`src/rtl/jtbubl_snd_comm_pkg.sv`:
```
// Shared constants for the main/sound CPU mailbox.
//  STAT_*     : bit positions inside main_stat
//  SND_STAT_* : bit positions inside snd_stat
package jtbubl_snd_comm_pkg;

    localparam int STAT_S2M_FULL     = 0;
    localparam int STAT_M2S_FULL     = 1;
    localparam int STAT_S2M_OVR      = 2;
    localparam int STAT_M2S_OVR      = 3;

    localparam int SND_STAT_S2M_FULL = 0;
    localparam int SND_STAT_M2S_FULL = 1;

    // Overrun flag next state: a new overrun always lands, otherwise the
    // flag survives until an acknowledge read.
    function automatic logic ovr_next(input logic cur, input logic set, input logic ack);
        return set | (cur & ~ack);
    endfunction

endpackage

```
`src/rtl/jtbubl_snd_comm_if.sv`:
```
// Mailbox bus between the CPUs (master side) and jtbubl_snd_comm (slave side).
//  main_wr/main_rd/main_dout, main_din/main_stat   : main CPU side
//  snd_rd/snd_wr/snd_dout, snd_latch/snd_stat      : sound CPU side
//  snd_nmi_on/snd_nmi_off, snd_nmi_n               : sound NMI control
interface jtbubl_snd_comm_if;

    logic       main_wr;
    logic       main_rd;
    logic [7:0] main_dout;
    logic [7:0] main_din;
    logic [3:0] main_stat;
    logic       snd_rd;
    logic       snd_wr;
    logic [7:0] snd_dout;
    logic [7:0] snd_latch;
    logic       snd_nmi_on;
    logic       snd_nmi_off;
    logic       snd_nmi_n;
    logic [1:0] snd_stat;

    modport master (
        output main_wr, main_rd, main_dout, snd_rd, snd_wr, snd_dout,
               snd_nmi_on, snd_nmi_off,
        input  main_din, main_stat, snd_latch, snd_nmi_n, snd_stat
    );

    modport slave (
        input  main_wr, main_rd, main_dout, snd_rd, snd_wr, snd_dout,
               snd_nmi_on, snd_nmi_off,
        output main_din, main_stat, snd_latch, snd_nmi_n, snd_stat
    );

endinterface

```
`src/rtl/jtbubl_comm_fifo.sv`:
```
// Synchronous command FIFO for the main->sound path.
//  clk, rst_n    : clock, synchronous active-low reset
//  push, din     : write strobe and byte (dropped when full unless popping too)
//  pop           : read strobe (ignored when empty)
//  head          : registered head entry (holds last value once drained)
//  not_empty     : registered, count != 0
//  not_empty_nxt : value not_empty takes at the next edge
//  drop          : current push is being discarded
module jtbubl_comm_fifo #(
    parameter int DEPTH = 4
) (
    input  logic       clk,
    input  logic       rst_n,
    input  logic       push,
    input  logic       pop,
    input  logic [7:0] din,
    output logic [7:0] head,
    output logic       not_empty,
    output logic       not_empty_nxt,
    output logic       drop
);

    localparam int             AW       = $clog2(DEPTH);
    localparam logic [AW:0]    CNT_FULL = (AW+1)'(DEPTH);
    localparam logic [AW:0]    CNT_ONE  = (AW+1)'(1);
    localparam logic [AW:0]    CNT_ZERO = (AW+1)'(0);

    logic [7:0]    mem_r [DEPTH];
    logic [AW-1:0] rd_ptr_r, wr_ptr_r, rd_next_s;
    logic [AW:0]   count_r, count_nxt_s;
    logic [7:0]    head_r, head_nxt_s;
    logic          not_empty_r;
    logic          do_push_s, do_pop_s;

    // Accept/pop decisions, next count and next registered head entry
    always_comb begin
        do_pop_s    = pop & (count_r != CNT_ZERO);
        // a pop in the same cycle frees the slot the push needs
        do_push_s   = push & ((count_r != CNT_FULL) | do_pop_s);
        drop        = push & ~do_push_s;
        rd_next_s   = rd_ptr_r + AW'(1);
        count_nxt_s = count_r;
        case ({do_push_s, do_pop_s})
            2'b10:   count_nxt_s = count_r + CNT_ONE;
            2'b01:   count_nxt_s = count_r - CNT_ONE;
            default: count_nxt_s = count_r;
        endcase
        // the incoming byte becomes head only when nothing older remains
        if (do_push_s && ((count_r == CNT_ZERO) || (do_pop_s && count_r == CNT_ONE))) begin
            head_nxt_s = din;
        end else if (do_pop_s && count_r != CNT_ONE) begin
            head_nxt_s = mem_r[rd_next_s];
        end else begin
            head_nxt_s = head_r;
        end
        not_empty_nxt = (count_nxt_s != CNT_ZERO);
    end

    // Storage, wrapping pointers, count and registered head
    always_ff @(posedge clk) begin
        if (!rst_n) begin
            for (int i = 0; i < DEPTH; i++) mem_r[i] <= 8'h00;
            rd_ptr_r    <= AW'(0);
            wr_ptr_r    <= AW'(0);
            count_r     <= CNT_ZERO;
            head_r      <= 8'h00;
            not_empty_r <= 1'b0;
        end else begin
            if (do_push_s) begin
                mem_r[wr_ptr_r] <= din;
                wr_ptr_r        <= wr_ptr_r + AW'(1);
            end
            if (do_pop_s) rd_ptr_r <= rd_next_s;
            count_r     <= count_nxt_s;
            head_r      <= head_nxt_s;
            not_empty_r <= not_empty_nxt;
        end
    end

    assign head      = head_r;
    assign not_empty = not_empty_r;

endmodule

```
`src/rtl/jtbubl_snd_comm.sv`:
```
// Mailbox between the main CPU and the sound CPU, clocked on clk24.
//  main->sound: command latch (or FIFO) with pending flag gating the sound NMI
//  sound->main: reply latch with pending flag
//  Sticky overrun flags on both paths, cleared by a main reply read while
//  no reply is pending (acknowledge read).
// Ports: clk24, rst_n (synchronous, active low), bus (jtbubl_snd_comm_if.slave).
// Parameters: DEPTH (FIFO depth), NMI_EN_RST (NMI enable after reset).
// Build option: JTBUBL_SNDCOMM_FIFO_EN turns the command latch into a
// DEPTH-entry FIFO (jtbubl_comm_fifo); DEPTH is unused otherwise.
module jtbubl_snd_comm
    import jtbubl_snd_comm_pkg::*;
#(
    parameter int DEPTH      = 4,
    parameter bit NMI_EN_RST = 1'b0
) (
    input  logic               clk24,
    input  logic               rst_n,
    jtbubl_snd_comm_if.slave   bus
);

    if (DEPTH < 2 || (DEPTH & (DEPTH - 1)) != 0) begin : g_depth_chk
        $error("jtbubl_snd_comm: DEPTH must be a power of two >= 2");
    end

    logic [7:0] head_s;
    logic       m2s_full_s, m2s_full_nxt_s, m2s_drop_s;

`ifdef JTBUBL_SNDCOMM_FIFO_EN
    jtbubl_comm_fifo #(.DEPTH(DEPTH)) u_fifo (
        .clk           (clk24),
        .rst_n         (rst_n),
        .push          (bus.main_wr),
        .pop           (bus.snd_rd),
        .din           (bus.main_dout),
        .head          (head_s),
        .not_empty     (m2s_full_s),
        .not_empty_nxt (m2s_full_nxt_s),
        .drop          (m2s_drop_s)
    );
`else
    logic [7:0] cmd_r;
    logic       m2s_full_r;

    // Single latch: a write always wins over a same-cycle read
    always_comb begin
        if (bus.main_wr) begin
            m2s_full_nxt_s = 1'b1;
        end else if (bus.snd_rd) begin
            m2s_full_nxt_s = 1'b0;
        end else begin
            m2s_full_nxt_s = m2s_full_r;
        end
        // overwrite of an unread command; a same-cycle read consumed it
        m2s_drop_s = bus.main_wr & m2s_full_r & ~bus.snd_rd;
    end

    // Command latch and its pending flag
    always_ff @(posedge clk24) begin
        if (!rst_n) begin
            cmd_r      <= 8'h00;
            m2s_full_r <= 1'b0;
        end else begin
            if (bus.main_wr) cmd_r <= bus.main_dout;
            m2s_full_r <= m2s_full_nxt_s;
        end
    end

    assign head_s     = cmd_r;
    assign m2s_full_s = m2s_full_r;
`endif

    logic [7:0] reply_r;
    logic       s2m_full_r, m2s_ovr_r, s2m_ovr_r, nmi_en_r, snd_nmi_n_r;
    logic       nmi_en_nxt_s, ack_s, s2m_drop_s;

    // NMI enable next state (off wins) and overrun set/clear terms
    always_comb begin
        if (bus.snd_nmi_off) begin
            nmi_en_nxt_s = 1'b0;
        end else if (bus.snd_nmi_on) begin
            nmi_en_nxt_s = 1'b1;
        end else begin
            nmi_en_nxt_s = nmi_en_r;
        end
        ack_s      = bus.main_rd & ~s2m_full_r;
        s2m_drop_s = bus.snd_wr & s2m_full_r & ~bus.main_rd;
    end

    // Reply latch, flags, overruns and NMI output
    always_ff @(posedge clk24) begin
        if (!rst_n) begin
            reply_r     <= 8'h00;
            s2m_full_r  <= 1'b0;
            m2s_ovr_r   <= 1'b0;
            s2m_ovr_r   <= 1'b0;
            nmi_en_r    <= NMI_EN_RST;
            snd_nmi_n_r <= 1'b1;
        end else begin
            if (bus.snd_wr) begin
                reply_r    <= bus.snd_dout;
                s2m_full_r <= 1'b1;
            end else if (bus.main_rd) begin
                s2m_full_r <= 1'b0;
            end
            m2s_ovr_r   <= ovr_next(m2s_ovr_r, m2s_drop_s, ack_s);
            s2m_ovr_r   <= ovr_next(s2m_ovr_r, s2m_drop_s, ack_s);
            nmi_en_r    <= nmi_en_nxt_s;
            // built from next-state values so NMI tracks the flags with no extra lag
            snd_nmi_n_r <= ~(m2s_full_nxt_s & nmi_en_nxt_s);
        end
    end

    assign bus.snd_latch                      = head_s;
    assign bus.main_din                       = reply_r;
    assign bus.snd_nmi_n                      = snd_nmi_n_r;
    assign bus.main_stat[STAT_M2S_OVR]        = m2s_ovr_r;
    assign bus.main_stat[STAT_S2M_OVR]        = s2m_ovr_r;
    assign bus.main_stat[STAT_M2S_FULL]       = m2s_full_s;
    assign bus.main_stat[STAT_S2M_FULL]       = s2m_full_r;
    assign bus.snd_stat[SND_STAT_M2S_FULL]    = m2s_full_s;
    assign bus.snd_stat[SND_STAT_S2M_FULL]    = s2m_full_r;

endmodule

```
`src/flat_wrapper.sv`:
```
// flat-port wrapper written by rule: the top's interface ports become plain ports
module jtbubl_snd_comm_flat import jtbubl_snd_comm_pkg::*;
#(
    parameter int DEPTH      = 4,
    parameter bit NMI_EN_RST = 1'b0
)
  (clk24, rst_n, bus_main_wr, bus_main_rd, bus_main_dout, bus_snd_rd, bus_snd_wr, bus_snd_dout, bus_snd_nmi_on, bus_snd_nmi_off, bus_main_din, bus_main_stat, bus_snd_latch, bus_snd_nmi_n, bus_snd_stat);
  jtbubl_snd_comm_if bus_i ();
  input  logic clk24;
  input  logic rst_n;
  input wire logic [$bits(bus_i.main_wr)-1:0] bus_main_wr;
  input wire logic [$bits(bus_i.main_rd)-1:0] bus_main_rd;
  input wire logic [$bits(bus_i.main_dout)-1:0] bus_main_dout;
  input wire logic [$bits(bus_i.snd_rd)-1:0] bus_snd_rd;
  input wire logic [$bits(bus_i.snd_wr)-1:0] bus_snd_wr;
  input wire logic [$bits(bus_i.snd_dout)-1:0] bus_snd_dout;
  input wire logic [$bits(bus_i.snd_nmi_on)-1:0] bus_snd_nmi_on;
  input wire logic [$bits(bus_i.snd_nmi_off)-1:0] bus_snd_nmi_off;
  output wire logic [$bits(bus_i.main_din)-1:0] bus_main_din;
  output wire logic [$bits(bus_i.main_stat)-1:0] bus_main_stat;
  output wire logic [$bits(bus_i.snd_latch)-1:0] bus_snd_latch;
  output wire logic [$bits(bus_i.snd_nmi_n)-1:0] bus_snd_nmi_n;
  output wire logic [$bits(bus_i.snd_stat)-1:0] bus_snd_stat;
  assign bus_i.main_wr = bus_main_wr;
  assign bus_i.main_rd = bus_main_rd;
  assign bus_i.main_dout = bus_main_dout;
  assign bus_i.snd_rd = bus_snd_rd;
  assign bus_i.snd_wr = bus_snd_wr;
  assign bus_i.snd_dout = bus_snd_dout;
  assign bus_i.snd_nmi_on = bus_snd_nmi_on;
  assign bus_i.snd_nmi_off = bus_snd_nmi_off;
  assign bus_main_din = bus_i.main_din;
  assign bus_main_stat = bus_i.main_stat;
  assign bus_snd_latch = bus_i.snd_latch;
  assign bus_snd_nmi_n = bus_i.snd_nmi_n;
  assign bus_snd_stat = bus_i.snd_stat;
  jtbubl_snd_comm #(.DEPTH(DEPTH), .NMI_EN_RST(NMI_EN_RST)) u_core (.clk24(clk24), .rst_n(rst_n), .bus(bus_i));
endmodule
```
`config.mk`:
```
export PLATFORM = sky130hd
export DESIGN_NAME = jtbubl_snd_comm_flat
export DESIGN_NICKNAME = d
export VERILOG_FILES = /design/src/rtl/jtbubl_snd_comm_pkg.sv /design/src/rtl/jtbubl_snd_comm_if.sv /design/src/rtl/jtbubl_comm_fifo.sv /design/src/rtl/jtbubl_snd_comm.sv /design/src/flat_wrapper.sv
export SDC_FILE = /design/constraint.sdc
export NUM_CORES = 1
export LEC_CHECK = 0
export ABC_CLOCK_PERIOD_IN_PS = 2400
export CORE_ASPECT_RATIO = 1.25
export CORE_MARGIN = 4
export CORE_UTILIZATION = 40
export CTS_CLUSTER_SIZE = 40
export DETAILED_ROUTE_END_ITERATION = 16
export MAX_ROUTING_LAYER = met4
export PLACE_DENSITY = 0.85
export SETUP_SLACK_MARGIN = 0.05
export SLEW_MARGIN = 10
export SYNTH_ARGS = -nofsm -noshare
export SYNTH_HDL_FRONTEND = slang
export SYNTH_SLANG_ARGS = --single-unit
```
`constraint.sdc`:
```
create_clock -name clk24 -period 2.4 [get_ports clk24]
set_clock_uncertainty 0.15 [all_clocks]
set_input_delay 0.24 -clock clk24 [delete_from_list [all_inputs] [get_ports clk24]]
set_output_delay 0.24 -clock clk24 [all_outputs]
set_load 0.02 [all_outputs]
```
# Word-level counts from Yosys, hierarchy flattened
# Index checks and enable logic that the tools add are counted.
# totals
out_inout_bits,23
register_bits,22
# op_classes
n_reduce_logical,1
muxes,6
bitwise_logic,15
# op_table
operator,count
$and A1 B1 Y1,8
$mux W1,6
$not A1 Y1,5
$or A1 B1 Y1,2
$reduce_bool A2 Y1,1

# Depth between registers and ports, before layout
# logic_depth
depth_word,5
ltp_mapped,3
depth_no_buf,3

# Worst setup path before layout
# No wires, ideal clock.
# synth_timing
path_type,register to output
start,reg u_core.s2m_full_r
end,out bus_main_stat[0]
path_slack_ns,1.495
t_required_ns,2.010
stages_incl_launch_ff,2
arrival_time_ns,0.515
cell_sequence,dfxtp_1 > buf_4
# synth_rtl
element,line,source
start: declaration,jtbubl_snd_comm.sv:73,"logic s2m_full_r, m2s_ovr_r, s2m_ovr_r, nmi_en_r, snd_nmi_n_r;"
start signal: assignment,jtbubl_snd_comm.sv:93,s2m_full_r <= 1'b0;
start signal: assignment,jtbubl_snd_comm.sv:101,s2m_full_r <= 1'b1;
start signal: assignment,jtbubl_snd_comm.sv:103,s2m_full_r <= 1'b0;
end: declaration,flat_wrapper.sv:20,output wire logic [$bits(bus_i.main_stat)-1:0] bus_main_stat;
# No word-level cell between the ends.

# Final worst setup path
# layout_timing
start,reg u_core.s2m_full_r
end,out bus_main_stat[0]
# No word-level cell between the ends.

==> key figures <==
Status
  • Status: finished clean

Critical path
  • Start point of the critical path: u_core.s2m_full_r
  • Cell at the slowest stage of the critical path: sky130_fd_sc_hd__clkdlybuf4s50_1
  • Type of destination of the critical path: output port
  • WS Path Type: flip-flop to output port
  • Setup crit start kind: flip-flop
  • Worst-path maximum fanout: 6
  • Arr. time, crit path: about 1.4 ns
  • Worst reg2reg endpoint: u_core.m2s_ovr_r
  • Cells on worst reg2reg path: 3
  • Critical Path Max Stage Delay: approximately 0.64 ns
  • Worst endpoint required time: 2.01 ns
  • Critical path cell sequence: clkdlybuf4s50_1
  • Worst setup path endpoint: bus_main_stat[0]
  • Largest delay contributor family on the critical path: buffers and inverters
  • Logic depth of the worst setup path including buffers: 1
  • Combined buffer and inverter count along the critical path: 1
  • Launching point of the worst reg2reg path: u_core.m2s_full_r
  • Worst reg2reg setup slack: roughly 1.4 ns

Logic synthesis
  • Cell variety after synth: 15
  • Share of synthesized area occupied by flip-flops and latches: a little over 50%
  • Number of nets in the synthesized netlist: between 100 and 150
  • Netlist area before placement: around 850 µm²
  • Cells after synthesis: roughly 80
  • Mean instance size in the synthesized netlist: ~11 µm²
  • Synthesized flop and latch total: 22
  • Yosys synthesis warning count: 0

Floorplanning
  • Die Footprint: about 2900 µm²
  • Placement row count: 18
  • Top-level I/O count: between 40 and 50
  • Vertical extent of the die: around 60 µm
  • Area of the core: 2004 µm²
  • Die span in x: a little under 50 µm
  • Initial standard-cell utilization of the core: roughly 42%

STA
  • Final critical-path required period: between 1.5 and 2 ns
  • Slew HR: between 60% and 70%
  • Final-report hold violation count: 0
  • Period utilisation layout: a little over 70%
  • Slew at the pin closest to its max-slew limit: ~0.54 ns
  • Unrepaired setup endpoints after global routing: no
  • Count of final max-slew check failures: 0
  • Aggregate negative setup slack: 0 ns
  • Final setup vio count: 0
  • Maximum clock rate: 573.8 MHz

Layout
  • Count of nets after finishing: about 140
  • Proportion of layout cells with a drive suffix above 1: about 4.2%
  • Sequential cell area in the final layout: 440.4 µm²
  • Layout filler cell count: ~170
  • Number of standard cells in the layout, taps in and fillers out: between 100 and 150
  • Relative area change from synthesis to final layout: 53.82%
  • Area of the multi-input gates: about 340 µm²
  • Total inserted antenna cells: 0

Clock tree
  • Count of clock tree sinks: 22
  • Cells resized by post-CTS repair: 0
  • Number of buffers added for setup after CTS: 0
  • CTS clock-pin slew for the worst setup and hold paths: between 0.1 and 0.15 ns
  • Number of buffers inserted during clock tree synthesis: 3
  • Library cell used as clock root buffer: sky130_fd_sc_hd__clkbuf_4
  • CTS H-tree lvls: 1
  • Clock latency on the worst-skew pair: ~0.30 ns
  • Max clock buf depth: 2
  • CTS hold repair buffers: 0
  • CTS tree: done

Job
  • Number of max-cap violations: 0

Drt
  • First drt pass iteration count: 4
  • Post-detailed-route via-to-cell ratio: 4.691
  • Post-detailed-routing wire length: roughly 1800 µm
  • Avg WL per Cell: ~13 µm
  • Remaining number of nets flagged by the antenna check after routing: 0
  • Vias: 652
  • Initial detailed-routing violation count: 7
  • DRC: 0

Global routing
  • First-pass GRT wire length: 3042 µm
  • Via count of the first global-routing pass: between 700 and 800
  • Gr usage total: ~14%
  • Overall overflow remaining after global route: 0
  • Pin count of the biggest net entering global routing: 22
  • Antenna violations before repair: 0

Power and ir drop
  • Leakage: between 0.5 and 0.6 nW
  • Share of total power in the clock network: about a quarter
  • Fraction of power spent switching nets: around a quarter
  • Proportion of power drawn by flip-flops and latches: roughly 53%
  • Peak ir drop on the vdd network: roughly 420 µV
  • Combinational Power Share: approximately a fifth
  • Power Internal: about 570 µW
  • Ratio of total power to cell area: ~570 nW/µm²
  • NetSw: around 180 µW

Placed design
  • Final weighted congestion in routability-driven placement: ~0.63
  • HPWL after detailed placement: 1368 µm
  • Number of placed instances with taps included: between 100 and 150
  • Number of buffer cells added on primary ports: between 40 and 50

Hold path
  • Number of cells on the worst hold path: 2
  • Tightest Hold Check Type: flip-flop to flip-flop
power by group through the flow:
stage               combinational, mW  sequential (mW)  clock (mW)
floorplan                      0.0582            0.424           0
global placement                0.155            0.404           0
detailed placement              0.156            0.405           0
CTS                             0.157            0.397       0.206
global route                    0.167            0.400       0.222
finish                          0.155            0.397       0.198
state kept, by name (all words and copies together), names as in the netlist:
name                  cells
u_core.bus.main_din       8
u_core.bus.snd_latch      8
u_core.bus.snd_nmi_n      1
u_core.m2s_full_r         1
u_core.m2s_ovr_r          1
u_core.nmi_en_r           1
u_core.s2m_full_r         1
u_core.s2m_ovr_r          1
routing by layer:
metal / track usage [%] / wire length (µm)
met3: 3.275 / 117
met2: 22.41 / 903
met1: 15.94 / 739
met5: - / 0
met4: 9.756 / 31
how the worst min path moves through the flow:
| stage | start | to |
|---|---|---|
| final | u_core.s2m_ovr_r | u_core.s2m_ovr_r |
| after global routing | bus_snd_nmi_off | u_core.nmi_en_r |
| after CTS | bus_snd_nmi_off | u_core.nmi_en_r |
| after detailed placement | u_core.s2m_ovr_r | u_core.s2m_ovr_r |
| after global placement | u_core.s2m_ovr_r | u_core.s2m_ovr_r |
| after floorplan | bus_snd_nmi_off | u_core.nmi_en_r |
per-stage QoR:
stage	setup WS [ns]	utilization (%)	power, mW	instance area (µm²)	hold slack, ns
floorplan	1.495	-	0.4821	850.8	0.1753
global placement	0.7618	63.48	0.5581	1272	0.3070
detailed placement	0.7594	63.48	0.5607	1272	0.3147
CTS	0.6322	65.29	0.7602	1309	0.3302
global route	0.5792	65.29	0.7888	1309	0.3452
finish	0.6572	65.29	0.7493	1309	0.3304
layout by cell type, fill, tap and decap left out, drive strengths merged:
master	instances
a21boi	2
a21oi	1
buf	1
clkbuf	4
clkdlybuf4s50	46
dfxtp	22
inv	1
mux2i	16
nand2	1
nand3	1
nor2	1
nor2b	18
nor3b	1
o21a	1
o21ai	3
cells by family after synthesis:
family	count (synthesis)	share of synthesized area, %
buffers and inverters	11	8.823
multiplexers	16	18.82
AND/OR/NAND/NOR	22	15.59
AO/OA/AOI/OAI	7	4.999
flip-flops	22	51.76
worst min-delay path, cell delays in order (launching register included):
cell and delay, ns:
sky130_fd_sc_hd__dfxtp_1 0.33, sky130_fd_sc_hd__o21ai_0 0.06, sky130_fd_sc_hd__a21boi_1 0.06
cell usage after synthesis, drive strengths merged:
cell     n  share of area [%]
o21ai    3                1.8
clkbuf   2               0.88
mux2i   16                 19
a21oi    1               0.59
o21a     1               0.88
buf      8                7.5
a21boi   2                1.8
nor2     1               0.44
dfxtp   22                 52
nor3b    1               0.88
nand2    1               0.44
nor2b   18                 13
nand3    1               0.59
inv      1               0.44
area by class of cell:
class	instances	share of cell area (%)
timing repair buffer	47	35.76
sequential	22	33.65
multi-input combinational	45	25.62
clock buffer	4	2.772
tap	20	1.912
inverter	1	0.2868
(Power assumes the default switching activity.)
